`src/rtl/icmp_pkg.sv`:
```
// Shared ICMP constants, IP user-field layout, parse states and the descriptor payload.
package icmp_pkg;

  localparam int unsigned DATA_W   = 64;
  localparam int unsigned KEEP_W   = 8;
  localparam int unsigned USER_W   = 56;

  localparam logic [7:0] ICMP_PROTO    = 8'd1;
  localparam logic [7:0] ICMP_ECHO_REQ = 8'd8;
  localparam logic [7:0] ICMP_ECHO_REP = 8'd0;

  localparam int unsigned USER_LEN_LSB   = 40;
  localparam int unsigned USER_MF_BIT    = 37;
  localparam int unsigned USER_PROTO_LSB = 29;
  localparam int unsigned USER_OFF_LSB   = 16;
  localparam int unsigned USER_OFF_W     = 13;

  typedef enum logic [1:0] {
    ST_IDLE = 2'd0,
    ST_BODY = 2'd1,
    ST_SKIP = 2'd2
  } parse_state_e;

  typedef struct packed {
    logic [7:0]  icmp_type;
    logic [7:0]  code;
    logic [15:0] id;
    logic [15:0] seq;
    logic [15:0] len;
  } icmp_desc_t;

  function automatic logic [3:0] keep_popcount(input logic [KEEP_W-1:0] keep);
    logic [3:0] cnt;
    cnt = '0;
    for (int i = 0; i < KEEP_W; i++) cnt = cnt + 4'(keep[i]);
    return cnt;
  endfunction

  // Sum of the four big-endian 16-bit words of a beat, disabled bytes zeroed.
  function automatic logic [17:0] beat_word_sum(input logic [DATA_W-1:0] data,
                                                input logic [KEEP_W-1:0] keep);
    logic [DATA_W-1:0] masked;
    logic [17:0]       sum;
    for (int i = 0; i < KEEP_W; i++) masked[i*8 +: 8] = keep[i] ? data[i*8 +: 8] : 8'h00;
    sum = '0;
    for (int w = 0; w < 4; w++) sum = sum + 18'(masked[w*16 +: 16]);
    return sum;
  endfunction

endpackage

```
`src/rtl/icmp_desc_fifo.sv`:
```
// Synchronous descriptor FIFO with a registered head entry and registered valid/full flags.
module icmp_desc_fifo
  import icmp_pkg::*;
#(
  parameter int unsigned DEPTH = 4
) (
  input  logic       i_clk,
  input  logic       i_rst_n,
  input  logic       i_push,
  input  icmp_desc_t i_data,
  input  logic       i_pop,
  output logic       o_valid,
  output icmp_desc_t o_head,
  output logic       o_full
);

  localparam int unsigned PTR_W = $clog2(DEPTH);
  localparam int unsigned OCC_W = $clog2(DEPTH + 1);

  icmp_desc_t       mem_q [DEPTH];
  logic [PTR_W-1:0] rd_ptr_q, rd_ptr_d, wr_ptr_q, wr_ptr_d;
  logic [OCC_W-1:0] count_q, count_d;
  icmp_desc_t       head_q, head_d;
  logic             valid_q, valid_d, full_q, full_d;
  logic             pop, push_ok;

  // A full FIFO still accepts a push when the head leaves in the same cycle.
  always_comb begin
    pop      = i_pop && valid_q;
    push_ok  = i_push && (!full_q || pop);
    rd_ptr_d = rd_ptr_q + PTR_W'(pop);
    wr_ptr_d = wr_ptr_q + PTR_W'(push_ok);
    count_d  = count_q + OCC_W'(push_ok) - OCC_W'(pop);
    valid_d  = count_d != '0;
    full_d   = count_d == OCC_W'(DEPTH);
    head_d   = head_q;
    if (push_ok && (count_q - OCC_W'(pop)) == '0) head_d = i_data;
    else if (pop)                                  head_d = mem_q[rd_ptr_d];
  end

  always_ff @(posedge i_clk) begin
    if (!i_rst_n) begin
      rd_ptr_q <= '0;
      wr_ptr_q <= '0;
      count_q  <= '0;
      head_q   <= '0;
      valid_q  <= 1'b0;
      full_q   <= 1'b0;
    end else begin
      rd_ptr_q <= rd_ptr_d;
      wr_ptr_q <= wr_ptr_d;
      count_q  <= count_d;
      head_q   <= head_d;
      valid_q  <= valid_d;
      full_q   <= full_d;
    end
  end

  always_ff @(posedge i_clk) begin
    if (push_ok) mem_q[wr_ptr_q] <= i_data;
  end

  assign o_valid = valid_q;
  assign o_head  = head_q;
  assign o_full  = full_q;

endmodule

```
`src/rtl/icmp_rx_desc_queue.sv`:
```
// ICMP echo RX parser: classifies, length/checksum-checks and queues echo descriptors.
// Checksum verification is built only when ICMP_RX_CSUM_CHECK_EN is defined.
module icmp_rx_desc_queue
  import icmp_pkg::*;
#(
  parameter int unsigned DESC_DEPTH   = 4,
  parameter bit          ACCEPT_REPLY = 1'b0,
  parameter int unsigned CNT_W        = 16
) (
  input  logic              i_clk,
  input  logic              i_rst_n,
  input  logic [DATA_W-1:0] s_axis_ip_data,
  input  logic [USER_W-1:0] s_axis_ip_user,
  input  logic [KEEP_W-1:0] s_axis_ip_keep,
  input  logic              s_axis_ip_last,
  input  logic              s_axis_ip_valid,
  output logic              m_desc_valid,
  input  logic              m_desc_ready,
  output logic [7:0]        m_desc_type,
  output logic [7:0]        m_desc_code,
  output logic [15:0]       m_desc_id,
  output logic [15:0]       m_desc_seq,
  output logic [15:0]       m_desc_len,
  output logic [CNT_W-1:0]  o_rx_cnt,
  output logic [CNT_W-1:0]  o_err_cnt,
  output logic [CNT_W-1:0]  o_ovf_cnt
);

  parse_state_e     state_q, state_d;
  logic             type_ok, hdr_match, take_first, take_body, snap_en;
  logic [7:0]       beat_type;
  icmp_desc_t       hdr_q, hdr_d;
  logic [15:0]      cnt_q, cnt_d, ulen_q, ulen_d;
  logic             s1_vld_q, s1_vld_d, s2_vld_q, s2_vld_d;
  icmp_desc_t       s1_desc_q, s1_desc_d, s2_desc_q, s2_desc_d;
  logic [15:0]      s1_ulen_q, s1_ulen_d, s2_ulen_q, s2_ulen_d;
  logic             csum_ok, pass, push, pop, ovf, err_inc, rx_inc;
  logic             fifo_valid, fifo_full;
  icmp_desc_t       fifo_head;
  logic [CNT_W-1:0] rx_cnt_q, rx_cnt_d, err_cnt_q, err_cnt_d, ovf_cnt_q, ovf_cnt_d;

  always_comb begin
    beat_type = s_axis_ip_data[63:56];
    type_ok   = (beat_type == ICMP_ECHO_REQ) || (ACCEPT_REPLY && beat_type == ICMP_ECHO_REP);
    hdr_match = (s_axis_ip_user[USER_PROTO_LSB +: 8] == ICMP_PROTO)
             && !s_axis_ip_user[USER_MF_BIT]
             && (s_axis_ip_user[USER_OFF_LSB +: USER_OFF_W] == '0)
             && type_ok;
  end

  always_ff @(posedge i_clk) begin
    if (!i_rst_n) state_q <= ST_IDLE;
    else          state_q <= state_d;
  end

  always_comb begin
    state_d = state_q;
    if (s_axis_ip_valid) begin
      case (state_q)
        ST_IDLE:          if (!s_axis_ip_last) state_d = hdr_match ? ST_BODY : ST_SKIP;
        ST_BODY, ST_SKIP: if (s_axis_ip_last)  state_d = ST_IDLE;
        default:          state_d = ST_IDLE;
      endcase
    end
  end

  always_comb begin
    take_first = 1'b0;
    take_body  = 1'b0;
    case (state_q)
      ST_IDLE: take_first = s_axis_ip_valid && hdr_match;
      ST_BODY: take_body  = s_axis_ip_valid;
      default: ;
    endcase
    snap_en = (take_first || take_body) && s_axis_ip_last;
  end

  // Header/length capture and the snapshot into the two-stage check pipeline.
  always_comb begin
    hdr_d  = hdr_q;
    cnt_d  = cnt_q;
    ulen_d = ulen_q;
    if (take_first) begin
      hdr_d.icmp_type = s_axis_ip_data[63:56];
      hdr_d.code      = s_axis_ip_data[55:48];
      hdr_d.id        = s_axis_ip_data[31:16];
      hdr_d.seq       = s_axis_ip_data[15:0];
      hdr_d.len       = '0;
      cnt_d           = 16'(keep_popcount(s_axis_ip_keep));
      ulen_d          = s_axis_ip_user[USER_LEN_LSB +: 16];
    end else if (take_body) begin
      cnt_d = cnt_q + 16'(keep_popcount(s_axis_ip_keep));
    end
    s1_vld_d      = snap_en;
    s1_desc_d     = s1_desc_q;
    s1_ulen_d     = s1_ulen_q;
    if (snap_en) begin
      s1_desc_d     = hdr_d;
      s1_desc_d.len = cnt_d;
      s1_ulen_d     = ulen_d;
    end
    s2_vld_d  = s1_vld_q;
    s2_desc_d = s1_desc_q;
    s2_ulen_d = s1_ulen_q;
  end

`ifdef ICMP_RX_CSUM_CHECK_EN
  logic [31:0] sum_q, sum_d, s1_sum_q, s1_sum_d;
  logic [16:0] fold1;
  logic [15:0] fold2;
  logic        s2_csum_ok_q, s2_csum_ok_d;

  always_comb begin
    sum_d = sum_q;
    if (take_first)     sum_d = 32'(beat_word_sum(s_axis_ip_data, s_axis_ip_keep));
    else if (take_body) sum_d = sum_q + 32'(beat_word_sum(s_axis_ip_data, s_axis_ip_keep));
    s1_sum_d     = snap_en ? sum_d : s1_sum_q;
    fold1        = 17'(s1_sum_q[31:16]) + 17'(s1_sum_q[15:0]);
    fold2        = fold1[15:0] + 16'(fold1[16]);
    s2_csum_ok_d = fold2 == 16'hFFFF;
  end

  always_ff @(posedge i_clk) begin
    if (!i_rst_n) begin
      sum_q        <= '0;
      s1_sum_q     <= '0;
      s2_csum_ok_q <= 1'b0;
    end else begin
      sum_q        <= sum_d;
      s1_sum_q     <= s1_sum_d;
      s2_csum_ok_q <= s2_csum_ok_d;
    end
  end

  assign csum_ok = s2_csum_ok_q;
`else
  logic unused_csum_field;
  assign unused_csum_field = ^s_axis_ip_data[47:32];
  assign csum_ok = 1'b1;
`endif

  logic unused_user;
  assign unused_user = ^{s_axis_ip_user[39:38], s_axis_ip_user[15:0]};

  always_ff @(posedge i_clk) begin
    if (!i_rst_n) begin
      hdr_q     <= '0;
      cnt_q     <= '0;
      ulen_q    <= '0;
      s1_vld_q  <= 1'b0;
      s1_desc_q <= '0;
      s1_ulen_q <= '0;
      s2_vld_q  <= 1'b0;
      s2_desc_q <= '0;
      s2_ulen_q <= '0;
      rx_cnt_q  <= '0;
      err_cnt_q <= '0;
      ovf_cnt_q <= '0;
    end else begin
      hdr_q     <= hdr_d;
      cnt_q     <= cnt_d;
      ulen_q    <= ulen_d;
      s1_vld_q  <= s1_vld_d;
      s1_desc_q <= s1_desc_d;
      s1_ulen_q <= s1_ulen_d;
      s2_vld_q  <= s2_vld_d;
      s2_desc_q <= s2_desc_d;
      s2_ulen_q <= s2_ulen_d;
      rx_cnt_q  <= rx_cnt_d;
      err_cnt_q <= err_cnt_d;
      ovf_cnt_q <= ovf_cnt_d;
    end
  end

  // Stage-2 verdict, FIFO push and saturating statistics.
  always_comb begin
    pass      = csum_ok && (s2_desc_q.len == s2_ulen_q) && (s2_desc_q.len >= 16'd8);
    push      = s2_vld_q && pass;
    err_inc   = s2_vld_q && !pass;
    pop       = fifo_valid && m_desc_ready;
    ovf       = push && fifo_full && !pop;
    rx_inc    = push && !ovf;
    rx_cnt_d  = rx_cnt_q  + CNT_W'(rx_inc  && (rx_cnt_q  != '1));
    err_cnt_d = err_cnt_q + CNT_W'(err_inc && (err_cnt_q != '1));
    ovf_cnt_d = ovf_cnt_q + CNT_W'(ovf     && (ovf_cnt_q != '1));
  end

  icmp_desc_fifo #(.DEPTH(DESC_DEPTH)) u_fifo (
    .i_clk   (i_clk),
    .i_rst_n (i_rst_n),
    .i_push  (push),
    .i_data  (s2_desc_q),
    .i_pop   (m_desc_ready),
    .o_valid (fifo_valid),
    .o_head  (fifo_head),
    .o_full  (fifo_full)
  );

  assign m_desc_valid = fifo_valid;
  assign m_desc_type  = fifo_head.icmp_type;
  assign m_desc_code  = fifo_head.code;
  assign m_desc_id    = fifo_head.id;
  assign m_desc_seq   = fifo_head.seq;
  assign m_desc_len   = fifo_head.len;
  assign o_rx_cnt     = rx_cnt_q;
  assign o_err_cnt    = err_cnt_q;
  assign o_ovf_cnt    = ovf_cnt_q;

endmodule

```
`config.mk`:
```
export PLATFORM = sky130hd
export DESIGN_NAME = icmp_rx_desc_queue
export DESIGN_NICKNAME = d
export VERILOG_FILES = /design/src/rtl/icmp_pkg.sv /design/src/rtl/icmp_desc_fifo.sv /design/src/rtl/icmp_rx_desc_queue.sv
export SDC_FILE = /design/constraint.sdc
export NUM_CORES = 1
export LEC_CHECK = 0
export BUFFER_PORTS_ARGS = -buffer_cell sky130_fd_sc_hd__buf_2
export CAP_MARGIN = 10
export CORE_UTILIZATION = 40
export DETAILED_ROUTE_END_ITERATION = 12
export MAX_ROUTING_LAYER = met4
export SYNTH_ARGS = -nofsm -noshare
export SYNTH_HDL_FRONTEND = slang
export SYNTH_SLANG_ARGS = --single-unit
```
`constraint.sdc`:
```
create_clock -name i_clk -period 7.82 [get_ports i_clk]
set_input_delay 0.391 -clock i_clk [delete_from_list [all_inputs] [get_ports i_clk]]
set_output_delay 0.391 -clock i_clk [all_outputs]
set_load 0.01 [all_outputs]
```
# Word level (Yosys, flattened, before mapping)
# Memories as Yosys holds them, arrays and structs flattened.
# Cells that the tools add are included.
[classes]
add_sub_neg = 16
order_cmp = 1
eq_ne = 11
muxes = 14
reduce_logical = 31
[op_table]
columns = ["cell", "count"]
rows = [
  ["$mux W64", 3],
  ["$add A16 B1 Y16", 3],
  ["$mux W16", 3],
  ["$ne A16 B16 Y1 const B", 3],
  ["$logic_and A1 B1 Y1", 17],
  ["$add A16 B4 Y16", 1],
  ["$add A4 B1 Y4", 4],
  ["$eq A16 B16 Y1", 1],
  ["$ge A16 B4 Y1 const B", 1],
  ["$logic_not A13 Y1", 1],
  ["$eq A8 B1 Y1 const B", 1],
  ["$eq A8 B4 Y1 const B", 1],
  ["$mux W2", 3],
  ["$sub A3 B1 Y3", 2],
  ["$logic_not A1 Y1", 5],
  ["$add A2 B1 Y2", 2],
  ["$add A3 B1 Y4", 1],
  ["$mux W1", 4],
  ["$ne A2 B2 Y1 const B", 2],
  ["$pmux W2 S2", 1],
  ["$add A2 B1 Y3", 1],
  ["$add A3 B1 Y3", 1],
  ["$eq A3 B3 Y1 const B", 1],
  ["$logic_not A3 Y1", 1],
  ["9 further kinds", 10],
]
[word_totals]
register_bits = 365
ramBits = 256
inputBits = 133
out_inout_bits = 113
wordCells = 108
mem_count = 1
[memory_table]
columns = ["memory", "words", "word_bits", "rd", "rd_clocked_by_memory_dff", "wr", "line_no", "source"]
rows = [
  ["u_fifo.mem_q", 4, 64, 1, 0, 1, "icmp_desc_fifo.sv:20", "icmp_desc_t mem_q [DEPTH];"],
]

# Longest topological paths before layout
[logic_depth]
depth_word = 10
ltp_mapped = 15
mapped_depth_nobuf = 15

# By module
# From an unflattened synthesis, not the netlist that was laid out.
[hier_totals]
cells_unflattened = 1795
area_unflattened_um2 = 23675.2
[by_module_without_submodules]
columns = ["mod", "instances", "cells_per_inst", "area_each_um2", "seq_area_each_um2"]
rows = [
  ["icmp_desc_fifo", 1, 737, 12693.4, 9148.8],
  ["icmp_rx_desc_queue", 1, 1058, 10981.8, 5845.6],
]

# Least setup slack after synthesis
# OpenSTA, ideal clock, no wires.
[synth_path]
path_kind = "register to register"
startpoint = "register s2_desc_q[2] (netlist name)"
endpoint = "memory u_fifo.mem_q[0][0] (netlist name) (enable)"
setup_time_ns = 0.565
arrival_time_ns = 5.696
t_required_ns = 7.255
path_slack_ns = 1.559
path_stages_with_launch = 6
n_path_buf = 0
synth_period_minus_slack_ns = 6.261
path_cell_list = "dfxtp_1 -> xor2_1 -> nor4_2 -> and4bb_2 -> nand4_1 -> nor3_1"
[synth_between]
elab_chain_len = 6
elab_cells_between_ends = 7
cone_classes = "1 x order compare; 1 x eq/ne; 2 x mux; 3 x reduce/logical"
[synth_rtl]
columns = ["item", "line_no", "source"]
rows = [
  ["start: declaration", "icmp_rx_desc_queue.sv:35", "icmp_desc_t s1_desc_q, s1_desc_d, s2_desc_q, s2_desc_d;"],
  ["start signal: assignment", "icmp_rx_desc_queue.sv:167", "s2_desc_q <= s2_desc_d;"],
  ["$ge A16 B4 Y1 / $eq A16 B16 Y1 (equally long branches)", "icmp_rx_desc_queue.sv:177", "pass = csum_ok && (s2_desc_q.len == s2_ulen_q) && (s2_desc_q.len >= 16'd8);"],
  ["$logic_and A1 B1 Y1 *", "icmp_rx_desc_queue.sv:177", ""],
  ["$logic_and A1 B1 Y1 *", "icmp_rx_desc_queue.sv:178", "push = s2_vld_q && pass;"],
  ["$logic_and A1 B1 Y1 *", "icmp_desc_fifo.sv:30", "push_ok = i_push && (!full_q || pop);"],
  ["$mux W1 *", "icmp_desc_fifo.sv:60", "if (push_ok) mem_q[wr_ptr_q] <= i_data;"],
  ["$mux W1 (implied by the code) *", "icmp_desc_fifo.sv:60", ""],
  ["end: declaration", "icmp_desc_fifo.sv:20", ""],
]
# Every way passes the cells marked *; elsewhere a longest branch is shown, timed or not.

# Worst setup path in the final report
[layout_path]
startpoint = "register u_fifo.valid_q (netlist: u_fifo.o_valid)"
endpoint = "register u_fifo.head_q (netlist bit u_fifo.o_head[13])"
[layout_between]
elab_chain_len = 5
elab_cells_between_ends = 11
cone_classes = "2 x add/sub; 2 x mux; 6 x reduce/logical; 1 x memory"
[layout_rtl]
columns = ["item", "line_no", "source"]
rows = [
  ["start: declaration", "icmp_desc_fifo.sv:24", "logic valid_q, valid_d, full_q, full_d;"],
  ["start signal: assignment", "icmp_desc_fifo.sv:54", "valid_q <= valid_d;"],
  ["$logic_and A1 B1 Y1 *", "icmp_desc_fifo.sv:29", "pop = i_pop && valid_q;"],
  ["$add A2 B1 Y2, or another cell as far along", "icmp_desc_fifo.sv:31", "rd_ptr_d = rd_ptr_q + PTR_W'(pop);"],
  ["$mem_v2 Z4 W64, or another cell as far along", "-", ""],
  ["$mux W64 / $logic_and A1 B1 Y1 (equally long branches)", "icmp_desc_fifo.sv:38, icmp_desc_fifo.sv:37", ""],
  ["$mux W64 / $reduce_bool A2 Y1 (equally long branches)", "-", ""],
  ["end signal: assignment", "icmp_desc_fifo.sv:46", "head_q <= '0;"],
  ["end signal: assignment", "icmp_desc_fifo.sv:53", "head_q <= head_d;"],
  ["end: declaration", "icmp_desc_fifo.sv:23", "icmp_desc_t head_q, head_d;"],
]
# Every way passes the cells marked *; elsewhere a longest branch is shown, timed or not. The select of a mux whose other input is x is not followed.
# A chain may end at the register's enable or synchronous reset.

==> results.tsv <==
metric	value	unit
via_per_inst	5.20	
hpwl	31900	µm
drive_gt1_frac	0.234	
rsz0062_at_grt	false	
hold_viol_final	0	
synthArstFlopShare	0	
slew_viol_final	0	
fillCellCount	5109	
ys_ff_latch	621	
synth_cells	1804	
tightest_slew	1.07	ns
powerDensity	254	nW/µm²
cts_tree	done	
irDropWorstVdd	209	µV
fmax	0.227	GHz
io_pins	246	
cp_data_required_time	8.32	ns
instances_no_fill	2806	
fin_ws	3.41	ns
max_slew_margin	0.284	
die_h	244	µm
wl_per_cell	19.3	µm
syn_avg_cell_area	13.0	µm²
worst-r2r-cell-count	10	
first_iter_violations	1048	
clockRootBuffer	clkbuf_16	
syn_nets	1964	
min_path_cells	3	
rrSetupSlack	3.41	ns
grt-ovfl-total	0	
min_period	4.41	ns
seqCellArea	15000	µm²
p_leak	11.2	nW
finClkSkew	0.0309	ns
cap_viol_max_count	0	
cts-htree-levels	2	
antenna_found_initial	0	
yosys.cell_types.count	60	
grt_pass1_vias	14500	
hold_slack	0.0409	ns
die-area	59700	µm²
cts_hold_buf	5	
dr.pass1.iters	4	
cp.arrival	4.91	ns
place.gp.congestion	0.763	
core	57800	µm²
numPortBuffers	211	
critPathKind	reg2reg	
clkTransAtPathRegs	0.06	ns
timing.rr.start	u_fifo.o_valid	
multiInputGateArea	7830	µm²
dp.cells	2684	
vias	14600	
clkLatencyLatePin	0.64	ns
fp.dieW	244	µm
track_usage	0.185	
clk_path_buf_depth	3	
hp-class	in2reg	
cts_setup_buffers	0	
cts_sinks	621	
synth-edff-count	256	
dominantRegCellSynth	dfxtp_1	
dp_slack	3.08	ns
final_antenna_net_count	0	
setup_viol	0	
syn_to_final_growth	16.3	%
core.rowCount	88	
route.detailed.drc	0	
cp_max_fo	65	
min_from	s_axis_ip_data[48]	
numCtsBuffers	61	
yosys_warnings	0	
grt_pass1_wl	83400	µm
cts_resized	0	
totalPowerFinal	0.00694	W
initial_core_util	0.406	
worst_setup_path_end_kind	register	
fin_nets	2147	
cp-start-kind	register	
synth-seq-area-share	0.638	
r2r-end	u_fifo.o_head[13]	
finalWirelength	54100	µm
period_share	0.564	
grt_max_degree	85	
hold_path_end	hdr_q[48]	
outcome	complete, no violations	
synth_area	23500	µm²
fin_setup_tns	0	ns
==> worst max-delay path, stage by stage (launching register included) <==
cell	delay, ns
dfxtp_1	0.33
nand2_2	0.05
buf_4	0.57
clkinv_2	0.62
ha_4	0.38
xor2_4	0.73
buf_4	0.72
mux4_2	0.42
nand2_1	0.08
o21ai_1	0.08
o221a_2	0.26
==> state kept, by name (all words and copies together) (netlist names), 48 cells and up <==
register and cells:
hdr_q 48, s1_desc_q 64, s2_desc_q 64, u_fifo.o_head 64
u_fifo.mem_q 256
==> cells by family after synthesis <==
kind of cell / Yosys count / share of synthesized area
DFF: 621 / 0.638
and+or+nand+nor: 508 / 0.113
AOI/OAI and AO/OA: 301 / 0.0843
buffers and inverters: 148 / 0.0314
muxes: 134 / 0.0917
xor gates and xnor gates: 65 / 0.0242
adders and majority gates: 27 / 0.0163
==> per-layer routing <==
| layer | vias to the layer above | track usage | share of wire |
|---|---|---|---|
| li1 | 6930 | - | - |
| met4 | 0 | 0.0506 | 0.018 |
| met1 | 7279 | 0.267 | 0.49 |
| met5 | - | - | 0 |
| met3 | 62 | 0.0264 | 0.049 |
| met2 | 330 | 0.273 | 0.44 |
==> cell usage after synthesis (2+ instances only) <==
library cell / instances / area [µm²]
mux2_2: 10 / 113
a211oi_1: 2 / 15.0
a21oi_1: 75 / 375
xor2_1: 33 / 289
o221a_2: 47 / 529
nand4_1: 20 / 125
mux4_2: 64 / 1440
o21ai_2: 2 / 17.5
nor2b_1: 5 / 31.3
o31ai_1: 7 / 52.6
dfxtp_1: 365 / 7310
and2_1: 158 / 988
or2_2: 2 / 12.5
nor3_1: 10 / 50.1
buf_6: 16 / 180
nand3_1: 23 / 115
and4_1: 8 / 70.1
ha_1: 21 / 263
nor4b_1: 2 / 17.5
o221a_1: 17 / 191
clkbuf_1: 54 / 203
fa_1: 6 / 120
nand2b_1: 2 / 12.5
buf_4: 7 / 52.6
buf_2: 28 / 140
xnor2_1: 32 / 280
buf_1: 6 / 22.5
or3_1: 15 / 93.8
mux2i_1: 60 / 601
o21ai_1: 94 / 470
nor4_1: 15 / 93.8
o21ai_0: 46 / 230
edfxtp_1: 256 / 7690
nor2_1: 120 / 450
inv_1: 35 / 131
nand2_1: 104 / 390
and3_1: 14 / 87.6
==> per-stage QoR <==
step	utilization	instance area (µm²)
after detailed placement	0.434	25100
after global placement	0.434	25100
final	0.472	27300
after global routing	0.472	27300
after CTS	0.472	27300
after floorplan	-	23500
==> cell type report <==
class                      instances  share of cell area
clock inverter                    32              0.0157
clock buffer                      82              0.0632
timing repair buffer             232              0.0451
antenna                            3            0.000275
multi-input combinational       1035               0.287
tap                              765              0.0350
inverter                          36             0.00504
sequential                       621               0.549
==> power by group <==
group / total (W) / switching (W) / internal, W
registers: 0.00337 / 0.00000800 / 0.00336
logic: 0.000496 / 0.000304 / 0.000192
clock network: 0.00308 / 0.00126 / 0.00182
total: 0.00694 / 0.00157 / 0.00537
==> layout by cell type (no fill, tap or decap), types with 32 or more instances in the layout <==
cell type,n
a21oi_1,75
clkbuf_16,62
xor2_1,32
nand2_1,103
o21ai_0,46
inv_1,34
and2_1,158
o221a_2,47
o21ai_1,94
edfxtp_1,256
xnor2_1,32
mux2i_1,60
mux4_2,64
dfxtp_1,365
nor2_1,120
buf_2,210
==> worst max path at each step <==
stage,from,to,slack [ns],cells past startpoint
floorplan,s2_desc_q[2],u_fifo.mem_q[0][0],1.56,5
global placement,m_desc_ready,u_fifo.o_head[61],3.14,10
detailed placement,m_desc_ready,u_fifo.o_head[47],3.08,10
CTS,u_fifo.o_valid,u_fifo.o_head[47],3.26,9
global route,u_fifo.o_valid,u_fifo.o_head[63],3.05,9
finish,u_fifo.o_valid,u_fifo.o_head[13],3.41,10
(Power assumes the default switching activity.)
